### config.mk
export PLATFORM = sky130hd
export DESIGN_NAME = frame_src_arbiter
export DESIGN_NICKNAME = d
export VERILOG_FILES = /design/src/rtl/fb_pkg.sv /design/src/rtl/frame_src_arbiter.sv
export SDC_FILE = /design/constraint.sdc
export NUM_CORES = 1
export LEC_CHECK = 0
export ABC_AREA = 0
export CORE_ASPECT_RATIO = 1.75
export CORE_MARGIN = 5
export CORE_UTILIZATION = 25
export CTS_BUF_LIST = sky130_fd_sc_hd__clkbuf_16
export DETAILED_ROUTE_END_ITERATION = 12
export PLACE_DENSITY = 0.57
export SYNTH_ARGS = -nofsm -noshare
export SYNTH_HDL_FRONTEND = slang
export SYNTH_SLANG_ARGS = --single-unit
export TNS_END_PERCENT = 20
### constraint.sdc
create_clock -name clk -period 1.7 [get_ports clk]
set_input_delay 0.34 -clock clk [delete_from_list [all_inputs] [get_ports clk]]
set_output_delay 0.34 -clock clk [all_outputs]
set_load 0.02 [all_outputs]
### src/rtl/fb_pkg.sv
// Shared frame-buffer constants and the source-arbiter state encoding.
package fb_pkg;

  localparam int unsigned FB_FRAME_PIXELS = 40800;
  localparam int unsigned FB_ADDR_W       = 16;
  localparam int unsigned FB_RGB_W        = 24;

  typedef enum logic [2:0] {
    S_IDLE = 3'd0,
    S_UART = 3'd1,
    S_CAM  = 3'd2,
    S_DONE = 3'd3,
    S_LOCK = 3'd4
  } state_t;

endpackage

### src/rtl/frame_src_arbiter.sv
// Selects UART or camera pixel writes into the frame buffer, whole frames at a time,
// with a plotter lock handshake. Define FB_ADDR_CHECK_EN to drop out-of-range writes.
module frame_src_arbiter
  import fb_pkg::*;
#(
  parameter int unsigned FRAME_PIXELS = FB_FRAME_PIXELS,
  parameter int unsigned ADDR_W       = FB_ADDR_W,
  parameter int unsigned RGB_W        = FB_RGB_W
) (
  input  logic              clk,
  input  logic              reset,
  input  logic              mode_req,
  input  logic              uart_we,
  input  logic [ADDR_W-1:0] uart_addr,
  input  logic [RGB_W-1:0]  uart_rgb,
  input  logic              uart_frame_done,
  input  logic              cam_we,
  input  logic [ADDR_W-1:0] cam_addr,
  input  logic [RGB_W-1:0]  cam_rgb,
  input  logic              cam_frame_done,
  input  logic              lock_req,
  output logic              lock_ack,
  output logic              fb_we,
  output logic [ADDR_W-1:0] fb_addr,
  output logic [RGB_W-1:0]  fb_wdata,
  output logic              cam_mode,
  output logic              frame_ready,
  output logic [7:0]        frame_cnt,
  output logic              addr_err
);

  if (FRAME_PIXELS == 0 || 64'(FRAME_PIXELS) > (64'd1 << ADDR_W)) begin : g_bad_cfg
    $error("FRAME_PIXELS must be in 1..2**ADDR_W");
  end

  state_t            r_state;
  state_t            w_state_next;
  logic              w_sel_we;
  logic [ADDR_W-1:0] w_sel_addr;
  logic [RGB_W-1:0]  w_sel_rgb;
  logic              w_sel_done;
  logic              w_addr_ok;
  logic              w_fwd;

  logic              r_fb_we;
  logic [ADDR_W-1:0] r_fb_addr;
  logic [RGB_W-1:0]  r_fb_wdata;
  logic              r_cam_mode;
  logic              r_frame_ready;
  logic [7:0]        r_frame_cnt;
  logic              r_lock_ack;

  // Only the source owning the current frame reaches the buffer; IDLE/DONE/LOCK drop all writes.
  always_comb begin
    w_sel_we   = 1'b0;
    w_sel_addr = uart_addr;
    w_sel_rgb  = uart_rgb;
    w_sel_done = 1'b0;
    case (r_state)
      S_UART: begin
        w_sel_we   = uart_we;
        w_sel_done = uart_frame_done;
      end
      S_CAM: begin
        w_sel_we   = cam_we;
        w_sel_addr = cam_addr;
        w_sel_rgb  = cam_rgb;
        w_sel_done = cam_frame_done;
      end
      default: ;
    endcase
  end

`ifdef FB_ADDR_CHECK_EN
  logic r_addr_err;

  assign w_addr_ok = 32'(w_sel_addr) < FRAME_PIXELS;

  always_ff @(posedge clk) begin
    if (reset) begin
      r_addr_err <= 1'b0;
    end else if (w_sel_we && !w_addr_ok) begin
      r_addr_err <= 1'b1;
    end
  end

  assign addr_err = r_addr_err;
`else
  assign w_addr_ok = 1'b1;
  assign addr_err  = 1'b0;
`endif

  assign w_fwd = w_sel_we & w_addr_ok;

  // A lock request is only honoured from IDLE, so an in-flight frame always completes first.
  always_comb begin
    w_state_next = r_state;
    case (r_state)
      S_IDLE: begin
        if (lock_req)      w_state_next = S_LOCK;
        else if (mode_req) w_state_next = S_CAM;
        else               w_state_next = S_UART;
      end
      S_UART,
      S_CAM:   if (w_sel_done) w_state_next = S_DONE;
      S_DONE:  w_state_next = S_IDLE;
      S_LOCK:  if (!lock_req) w_state_next = S_IDLE;
      default: w_state_next = S_IDLE;
    endcase
  end

  always_ff @(posedge clk) begin
    if (reset) begin
      r_state       <= S_IDLE;
      r_fb_we       <= 1'b0;
      r_fb_addr     <= '0;
      r_fb_wdata    <= '0;
      r_cam_mode    <= 1'b0;
      r_frame_ready <= 1'b0;
      r_frame_cnt   <= 8'd0;
      r_lock_ack    <= 1'b0;
    end else begin
      r_state       <= w_state_next;
      r_fb_we       <= w_fwd;
      r_frame_ready <= (w_state_next == S_DONE);
      r_lock_ack    <= (w_state_next == S_LOCK);
      if (w_fwd) begin
        r_fb_addr  <= w_sel_addr;
        r_fb_wdata <= w_sel_rgb;
      end
      if (r_state == S_IDLE && !lock_req) begin
        r_cam_mode <= mode_req;
      end
      if (w_state_next == S_DONE) begin
        r_frame_cnt <= r_frame_cnt + 8'd1;
      end
    end
  end

  assign fb_we       = r_fb_we;
  assign fb_addr     = r_fb_addr;
  assign fb_wdata    = r_fb_wdata;
  assign cam_mode    = r_cam_mode;
  assign frame_ready = r_frame_ready;
  assign frame_cnt   = r_frame_cnt;
  assign lock_ack    = r_lock_ack;

endmodule

==> metrics.txt <==
Detailed Route WL=9800 um; CTS tree=done; worst hold slack=0.465 ns; DRT iter0 DRCs=115; synthesized cell area=0.00286 sq mm; Ant. Diodes=0; commonest non-fill, non-tap cell in the layout=clkdlybuf4s50_1; hold_buf cts=0; initial antenna violation count=0; Layout fillers=1082; H-tree depth=2; Initial Util=25.6%; crit path kind=reg2out; Skew-Pair Late Insertion Delay=0.29 ns; Die Footprint=0.0138 sq mm; post-synth net total=398; Hold Crit Class=in2reg; Worst R2R Path Depth=5; Levels on crit path=1; count of input and output buffers=139; max-cap viol count=0; DP HPWL=7190 um; Seq/Total Area, Yosys=38.5%; CP Max Fanout=2; Yosys reg bits=55; global-route wire length before repair=15000 um; die span in x=90.9 um; # setup viols final=0; buffers and inverters on the worst path=1; post-synthesis cell type with the largest combined area=dfxtp_1; synthesized area per cell=9.26 sq um; cell family with most CP delay=buffers and inverters; Worst R2R Setup Slack=0.15 ns; root buf cell=clkbuf_16; Placed Area=0.00444 sq mm; Setup WS post-layout=0.0831 ns; RD Place Congestion=0.814; post-route setup TNS=0 ns; Vias/cell=4.88; Cells after Synth=309; Die Ht=152 um; Final Max Slew Viols=0; commonest cells after routing, fill and taps aside=clkdlybuf4s50_1 (131), nand2_1 (83), dfxtp_1 (53); CTS Buffer Depth=2; GRT Residual Overflow=0; DRT Pass-1 Iters=4; DR DRC count=0; gr usage total=13.6%; Area contributors post-synth=dfxtp_1 (38%), a311oi_2 (20%), nand2_1 (11%); Fmax=618 MHz; clk sinks=55; layout cells sized above 1=17.5%; crit path time final=1.62 ns; share of the synthesized area in the top cell type=38.5%; synthesis warning total=0; Routed WL per cell=17.1 um; Reg clk slew, reported paths=0.07 ns; Fin Clk Skew=0.00446 ns; PwrDens=787 mW/mm^2; status=finished, final reports clean; CP cell instances=clkdlybuf4s50_1; fin area=0.00461 sq mm; Post-DRT Antenna Nets=0; WHS Path Cells=3; worst vdd ir=433 uV; Final nets=529; # rows=51; Leakage=0.00168 uW; core area=0.0112 sq mm; largest net degree at the start of global routing=41; Slowest cell on crit path=clkdlybuf4s50_1; unrepaired setup endpoints after global routing=no; Distinct cells, synth=35; Post-Place Worst Slack=-0.229 ns; slowest stage delay, CP=0.66 ns; final worst path period share=95.1%; layout overhead on the synthesized area=61.0%; Critical Path End Type=output port; CTS buffer count=5; final hold vios=0; Worst Path Required=1.36 ns; critical path launch point type=register; number of global-route vias before repair=2886; DR vias=2795; IO Count=141; CP arrival=1.28 ns
[registers in the layout, indices dropped and copies added, names as in the netlist]
signal	flops
fb_wdata	24
cam_mode	1
r_state	3
frame_ready	1
fb_addr	16
lock_ack	1
fb_we	1
frame_cnt	8
[routing by layer]
layer  global-route usage [%]  part of all wire [%]  vias to the layer above
met5                        0                     0                        -
met4                     6.46                   3.5                        0
met3                     2.52                   4.4                       18
met2                     25.5                    54                       86
met1                     14.6                    38                     1313
li1                         -                     -                     1378
[what timing repair did]
item / CTS / global route
buffers inserted: 0 / 0
endpoints found under the setup margin: 13 / 43
resized for setup: 5 / 8
pin swaps: 0 / 0
[power breakdown]
part / leakage, uW / internal [uW] / switching, uW / total (uW)
Sequential: 0.000449 / 1390 / 68.7 / 1460
Clock: 0.0000658 / 545 / 493 / 1040
Combinational: 0.00117 / 587 / 540 / 1130
Total: 0.00168 / 2530 / 1100 / 3630
[cells by family (layout without fill, tap and decap cells)]
| family | after synthesis | in the layout | synth area share [%] |
|---|---|---|---|
| other | 1 | 1 | 0.131 |
| DFF | 55 | 55 | 38.5 |
| buffers and inverters | 35 | 167 | 7.08 |
| muxes | 7 | 7 | 2.71 |
| AOI/OAI and AO/OA | 55 | 55 | 25.0 |
| adders and majority gates | 1 | 1 | 0.437 |
| and+or+nand+nor | 155 | 155 | 26.1 |
[cells in the mapped netlist, drive strengths merged]
| master | count |
|---|---|
| a2111oi | 2 |
| a211oi | 5 |
| a21bo | 1 |
| a21boi | 1 |
| a21o | 1 |
| a21oi | 3 |
| a311oi | 40 |
| buf | 27 |
| clkbuf | 7 |
| conb | 1 |
| dfxtp | 55 |
| ha | 1 |
| inv | 1 |
| mux2 | 6 |
| mux2i | 1 |
| nand2 | 83 |
| nand3 | 2 |
| nand3b | 2 |
| nand4 | 1 |
| nand4b | 1 |
| nand4bb | 2 |
| nor2 | 9 |
| nor2b | 7 |
| nor3 | 40 |
| nor3b | 1 |
| nor4 | 1 |
| nor4b | 2 |
| nor4bb | 2 |
| o21bai | 2 |
| or2 | 1 |
| or3b | 1 |
[through the flow]
stage | instances | power (uW) | utilization [%]
CTS | 573 | 3690 | 41.1
detailed placement | 565 | 2630 | 39.8
global route | 573 | 3810 | 41.3
floorplan | 309 | 2090 | -
finish | 573 | 3630 | 41.3
global placement | 565 | 2610 | 39.8
[final timing paths]
| kind | to | start |
|---|---|---|
| worst min-delay path | frame_cnt[6] | reset |
| worst max register to register | fb_wdata[9] | r_state[2] |
| worst max-delay path | fb_addr[12] | fb_addr[12] |
| worst min register to register | cam_mode | cam_mode |
[layout make-up]
class                   count  area (sq um)  share of cell area, %
multi-input cells         219          1600                   34.6
well taps                 132           165                   3.58
repair buffers            158          1600                   34.6
inverters                   1          3.75                 0.0814
flip-flops and latches     55          1100                   23.9
clock inverters             3          20.0                  0.434
clock buffers               5           125                   2.71
(Power assumes the default switching activity.)
==> variant 1 (config.mk and constraints unchanged) <==
The package constant `FB_RGB_W` goes from 24 to 20.
--- a/src/rtl/fb_pkg.sv
+++ b/src/rtl/fb_pkg.sv
@@ -3,7 +3,7 @@
 
   localparam int unsigned FB_FRAME_PIXELS = 40800;
   localparam int unsigned FB_ADDR_W       = 16;
-  localparam int unsigned FB_RGB_W        = 24;
+  localparam int unsigned FB_RGB_W        = 20;
 
   typedef enum logic [2:0] {
     S_IDLE = 3'd0,
Interface: changed (resized cam_rgb, fb_wdata and uart_rgb); port bits go from 141 to 129. The function was not compared with the original's and may differ.
==> variant 1 against the unedited design <==
- sequential share of layout area decreased by 0.37 points
- final area decreased by 5.8%
- power decreased by 6.9%
- sequential cell count decreased by 4
- wire length decreased by 13%
- utilization increased by 1.1 points
- setup slack got worse by 38 ps
- synthesized area decreased by 8.7%
- critical path type is now input pin to flop
- critical endpoint is now frame_cnt[3]$_SDFFE_PP0N_
- highest routed layer unchanged
==> variant 1: results (changes against the unedited design) <==
| Metric | Value |
|---|---|
| Status | finished clean |
| WL met1 | 3209 um (-14%) |
| Terminus of the critical flop-to-flop path | fb_wdata[14]$_SDFFE_PP0P_ |
| Source of the worst register-to-register timing path | r_state[2]$_SDFF_PP0_ |
| Largest stage delay on the critical path | 530 ps (-130 ps) |
| Met2 WL post-DR | 4596 um (-13%) |
| Longest Clk Path Bufs | 2 (unchanged) |
| Wire length of the first global-routing pass | 13,710 um (-8.7%) |
| Worst Hold Launch | cam_mode$_SDFFE_PP0P_ |
| Syn Nets | 365 (-8.3%) |
| Sum of net half-perimeters after detailed placement | 6484 um (-9.8%) |
| Total wire length | 8527 um (-13%) |
| Most area-consuming cells after synthesis | sky130_fd_sc_hd__dfxtp_1, sky130_fd_sc_hd__a311oi_2, sky130_fd_sc_hd__nand2_1 |
| Worst hold path endpoint | cam_mode$_SDFFE_PP0P_ |
| GP Congestion | 0.7215 (-11%) |
| Largest clock skew in the final design | 8.064 ps (+3.604 ps) |
| Routing usage on met2 | 24.58% (-0.92 points) |
| Post-Place Setup Slack | -328.5 ps (-99.15 ps) |
| Classification of the worst-slack hold path | flop to flop |
| Met1 track demand over resource | 14.60% (-0.028 points) |
| Number of cells on the worst reg-to-reg path | 5 (unchanged) |
| Met3 WL post-DR | 549 um (+27%) |
| Worst hold slack | 515.3 ps (+50.50 ps) |
| Pin count of the biggest net entering global routing | 37 (-9.8%) |
| Total of buffers placed on input and output ports | 127 (-8.6%) |
| Flip-flop count of the largest register after layout | 20 (-17%) |
| Number of instances on the worst hold path | 2 (-1) |
| Number of global-route vias before repair | 2,780 (-3.7%) |
| Final std cells w/o fill | 547 (-4.5%) |
| Share of layout cells above drive strength 1 | 19.76% (+2.3 points) |
| M3 GR Usage | 3.233% (+0.71 points) |
| Maximum fanout along the worst path | 4 (+2) |
| Maximum vdd ir drop | 0.3687 mV (-15%) |
| Ratio of routed vias to standard cells | 4.731 (-3.0%) |
| Fin nets | 500 (-5.5%) |
| Count of routing violations after the opening detailed-route iteration | 96 (-17%) |
| R2r setup slk | 120 ps (-30 ps) |
| Critical path required time | 1890 ps (+530 ps) |
| Warnings, synthesis | 0 (unchanged) |
| Global routing usage summed across all routing layers | 13.54% (-0.098 points) |
| Lkg Pwr | 1.596 nW (-5.0%) |
| DP Cell Count | 539 (-4.6%) |
| Synthesized netlist cell count | 284 (-8.1%) |
| Transition time at the pin with the least slew margin | approximately 550 ps |
| Count of cell types in the netlist | 36 (+2.9%) |
| Part of the Yosys area used for sequential elements | 39.08% (+0.62 points) |
| Clock insertion delay at the later pin of the skew report | 290 ps (about the same) |
| Most frequent cells after synthesis | sky130_fd_sc_hd__nand2_1, sky130_fd_sc_hd__dfxtp_1, sky130_fd_sc_hd__nor3_1 |
==> variant 1: changes by cell type after synthesis, moves of 2 or more <==
cell and change:
sky130_fd_sc_hd__nor3_1 -4, sky130_fd_sc_hd__a311oi_2 -10, sky130_fd_sc_hd__mux2_2 +6, sky130_fd_sc_hd__mux2_1 -6, sky130_fd_sc_hd__nand2_1 -7, sky130_fd_sc_hd__a2111oi_2 -2
sky130_fd_sc_hd__buf_2 -7, sky130_fd_sc_hd__a2111oi_1 +2, sky130_fd_sc_hd__a311oi_1 +6, sky130_fd_sc_hd__dfxtp_1 -4
==> variant 1: metrics by stage <==
| step | utilization, % | setup TNS [ps] | cell area (sq um) |
|---|---|---|---|
| after floorplan | - | 0 | 2613 |
| after global placement | 40.89 | -7516 | 4187 |
| after detailed placement | 40.89 | -8388 | 4187 |
| after CTS | 42.25 | 0 | 4325 |
| after global routing | 42.41 | -3.873 | 4342 |
| final | 42.41 | 0 | 4342 |
==> variant 1: how the worst max path moves through the flow <==
stage / startpoint / to / slack [ps] / depth (start not counted)
global placement: cam_frame_done / frame_cnt[7]$_SDFFE_PP0N_ / -350 / 5
global route: cam_frame_done / frame_cnt[3]$_SDFFE_PP0N_ / -4 / 4
detailed placement: cam_frame_done / frame_cnt[3]$_SDFFE_PP0N_ / -330 / 4
CTS: r_state[0]$_SDFF_PP0_ / fb_wdata[14]$_SDFFE_PP0P_ / 20 / 5
floorplan: frame_cnt[0]$_SDFFE_PP0N_ / frame_cnt[4]$_SDFFE_PP0N_ / 100 / 4
finish: cam_frame_done / frame_cnt[3]$_SDFFE_PP0N_ / 40 / 4
==> variant 1: cell families after synthesis <==
logic type | after synthesis | synth area share (%)
AO/OA/AOI/OAI | 51 | 23.37
adder cells (fa/ha/maj) | 1 | 0.4789
buffers and inverters | 30 | 6.992
flip-flops | 51 | 39.08
multiplexers | 7 | 2.969
other | 1 | 0.1435
AND/OR/NAND/NOR | 143 | 26.96
==> variant 1: area by class of cell <==
type | instances | area (sq um)
Clock inverter | 3 | 16.27
Clock buffer | 5 | 125.1
Tap cell | 127 | 158.9
Multi-Input combinational cell | 203 | 1438
Fill cell | 1023 | 5897
Timing Repair Buffer | 157 | 1577
Sequential cell | 51 | 1023
Inverter | 1 | 3.754
==> variant 1: where the power goes <==
| part | total (mW) | internal (mW) | leakage [nW] | switching, mW |
|---|---|---|---|---|
| Clock | 0.983 | 0.539 | 0.0726 | 0.445 |
| Combinational | 1.04 | 0.556 | 1.11 | 0.486 |
| Sequential | 1.35 | 1.29 | 0.417 | 0.0588 |
==> variant 1: what timing repair did <==
item | 4_1_cts | 5_1_grt
gates cloned | 0 | 0
setup endpoints to repair | 6 | 21
setup buffers | 0 | 0
gates resized for setup | 6 | 5
==> variant 2 (config.mk and constraints unchanged) <==
Without the edit above. Register the output `frame_cnt` once more, without a reset; this adds one clock of latency there. The other outputs are not delayed to match.
--- a/src/rtl/frame_src_arbiter.sv
+++ b/src/rtl/frame_src_arbiter.sv
@@ -142,7 +142,9 @@
   assign fb_wdata    = r_fb_wdata;
   assign cam_mode    = r_cam_mode;
   assign frame_ready = r_frame_ready;
-  assign frame_cnt   = r_frame_cnt;
+  always_ff @(posedge clk) begin
+    frame_cnt <= r_frame_cnt;
+  end
   assign lock_ack    = r_lock_ack;
 
 endmodule
Function: changed (Yosys sat finds a counterexample within 4 cycles, from zero or initial values and one cycle with reset high).
==> variant 2 against the unedited design <==
- setup slack got worse by 33 ps
- synthesized area rose by 6.0%
- sequential share of layout area rose by 1.8 points
- power rose by 21%
- sequential cell count rose by 8
- non-clock buffer count rose by 2
- final area rose by 6.6%
- sequential power rose by 14%
- combinational power barely moved
- wire length rose by 1.1%
- critical endpoint is now fb_addr[10]
- highest routed layer unchanged
==> variant 2: results (changes against the unedited design) <==
| Metric | Value |
|---|---|
| Total via count after detailed routing | 2,953 (+5.7%) |
| Maximum vdd ir drop | 0.4479 mV (+3.5%) |
| Clock insertion delay at the later pin of the skew report | 330 ps (+40 ps) |
| Met1 track demand over resource | 13.48% (-1.2 points) |
| M3 GR Usage | 4.295% (+1.8 points) |
| Cts bufs inserted | 9 (+4) |
| Syn Nets | 406 (+2.0%) |
| Most frequent cells after synthesis | sky130_fd_sc_hd__nand2_1, sky130_fd_sc_hd__dfxtp_1, sky130_fd_sc_hd__nor3_1 |
| Lkg Pwr | 1.802 nW (+7.2%) |
| Post-Place Setup Slack | -251.3 ps (-21.96 ps) |
| Part of the Yosys area used for sequential elements | 41.55% (+3.1 points) |
| Data arrival time of the critical path | 1310 ps (+30 ps) |
| Final Hold Vio Count | 0 (unchanged) |
| WL met1 | 3555 um (-4.4%) |
| Final-layout fill cell count | 1,192 (+10%) |
| Maximum clock frequency | 605.9 MHz (-2.0%) |
| Clock slew at reported path FFs | 50 ps (-20 ps) |
| Most area-consuming cells after synthesis | sky130_fd_sc_hd__dfxtp_1, sky130_fd_sc_hd__a311oi_2, sky130_fd_sc_hd__nand2_1 |
| Antenna diode count | 0 (unchanged) |
| Warnings, synthesis | 0 (unchanged) |
| Count of cell types in the netlist | 34 (-2.9%) |
| Largest clock skew in the final design | 3.150 ps (-1.310 ps) |
| Share of layout cells above drive strength 1 | 18.74% (+1.3 points) |
| Sum of net half-perimeters after detailed placement | 7313 um (+1.7%) |
| Flip-flop count of the largest register after layout | 24 (unchanged) |
| Number of levels in the clock H-tree | 3 (+1) |
| Met3 WL post-DR | 716 um (+66%) |
| Fin nets | 543 (+2.6%) |
| Per-cell routed wire length | 16.62 um (-2.8%) |
| Wire length of the first global-routing pass | 15,190 um (+1.1%) |
| Total of buffers placed on input and output ports | 139 (unchanged) |
| Cell class contributing the biggest share of worst-path delay | buffers and inverters |
| Classification of the worst-slack hold path | flop to flop |
| Clock root buffer master | sky130_fd_sc_hd__clkbuf_16 |
| Met2 WL post-DR | 5314 um (about the same) |
| Global routing usage summed across all routing layers | 13.53% (-0.11 points) |
| Count of routing violations after the opening detailed-route iteration | 106 (-7.8%) |
| Routing usage on met2 | 24.64% (-0.87 points) |
| Status | finished clean |
| GP Congestion | 0.7819 (-3.9%) |
| Pre-antenna DRT Iters | 5 (+1) |
[variant 2: changes by cell type in the layout (fill, tap and decap cells not counted), moves of 2 or more]
cell | unedited run | this run
sky130_fd_sc_hd__clkinvlp_4 | 2 | 0
sky130_fd_sc_hd__clkinv_1 | 0 | 2
sky130_fd_sc_hd__buf_4 | 11 | 15
sky130_fd_sc_hd__dlymetal6s2s_1 | 3 | 1
sky130_fd_sc_hd__buf_6 | 4 | 2
sky130_fd_sc_hd__clkbuf_16 | 5 | 9
sky130_fd_sc_hd__clkdlybuf4s50_1 | 131 | 137
sky130_fd_sc_hd__dfxtp_1 | 53 | 61
sky130_fd_sc_hd__dlygate4sd2_1 | 4 | 0
sky130_fd_sc_hd__clkinv_2 | 1 | 4
[variant 2: layout make-up]
cell class | instances | share of cell area [%]
sequential | 63 | 25.71
inverter | 1 | 0.07637
clock inverter | 7 | 0.6365
tap | 137 | 3.488
multi-input combinational | 219 | 32.87
timing repair buffer | 160 | 32.64
clock buffer | 9 | 4.582
[variant 2: logic make-up after synthesis]
| kind of cell | share of synthesized area, % |
|---|---|
| buffers and inverters | 6.430 |
| flip-flops | 41.55 |
| multiplexers | 2.556 |
| AO/OA/AOI/OAI | 23.87 |
| other | 0.1235 |
| AND/OR/NAND/NOR | 25.06 |
| adder cells (fa/ha/maj) | 0.4121 |
[variant 2: worst paths after layout]
path                                     from                           to  cells after the start
setup reg to reg        r_state[2]$_SDFF_PP0_  r_frame_cnt[2]$_SDFFE_PP0N_                      4
hold reg to reg   r_frame_cnt[7]$_SDFFE_PP0N_         frame_cnt[7]$_DFF_P_                      0
setup / recovery     fb_addr[10]$_SDFFE_PP0P_                  fb_addr[10]                      1
hold / removal    r_frame_cnt[7]$_SDFFE_PP0N_         frame_cnt[7]$_DFF_P_                      0
[variant 2: where the power goes]
part,internal [mW],leakage [nW],switching [mW],total [mW]
Clock,0.957,0.135,0.629,1.59
Sequential,1.59,0.514,0.0749,1.66
Combinational,0.591,1.15,0.535,1.13
Total,3.14,1.80,1.24,4.38
[variant 2: what timing repair did]
item,in CTS,in global routing
buffers inserted,0,0
setup endpoints to repair,27,44
resized for setup,1,4
hold buffers,0,0
[variant 2: metrics by stage]
| stage | hold WS [ps] | util [%] | setup TNS (ps) | area (sq um) | cells |
|---|---|---|---|---|---|
| after global routing | 379.2 | 41.17 | 0 | 4915 | 596 |
| after CTS | 368.5 | 41.08 | 0 | 4903 | 596 |
| after floorplan | 344.5 | - | 0 | 3035 | 317 |
| after detailed placement | 363.1 | 38.92 | -8855 | 4646 | 580 |
| after global placement | 358.3 | 38.92 | -6890 | 4646 | 580 |
| final | 365.6 | 41.17 | 0 | 4915 | 596 |
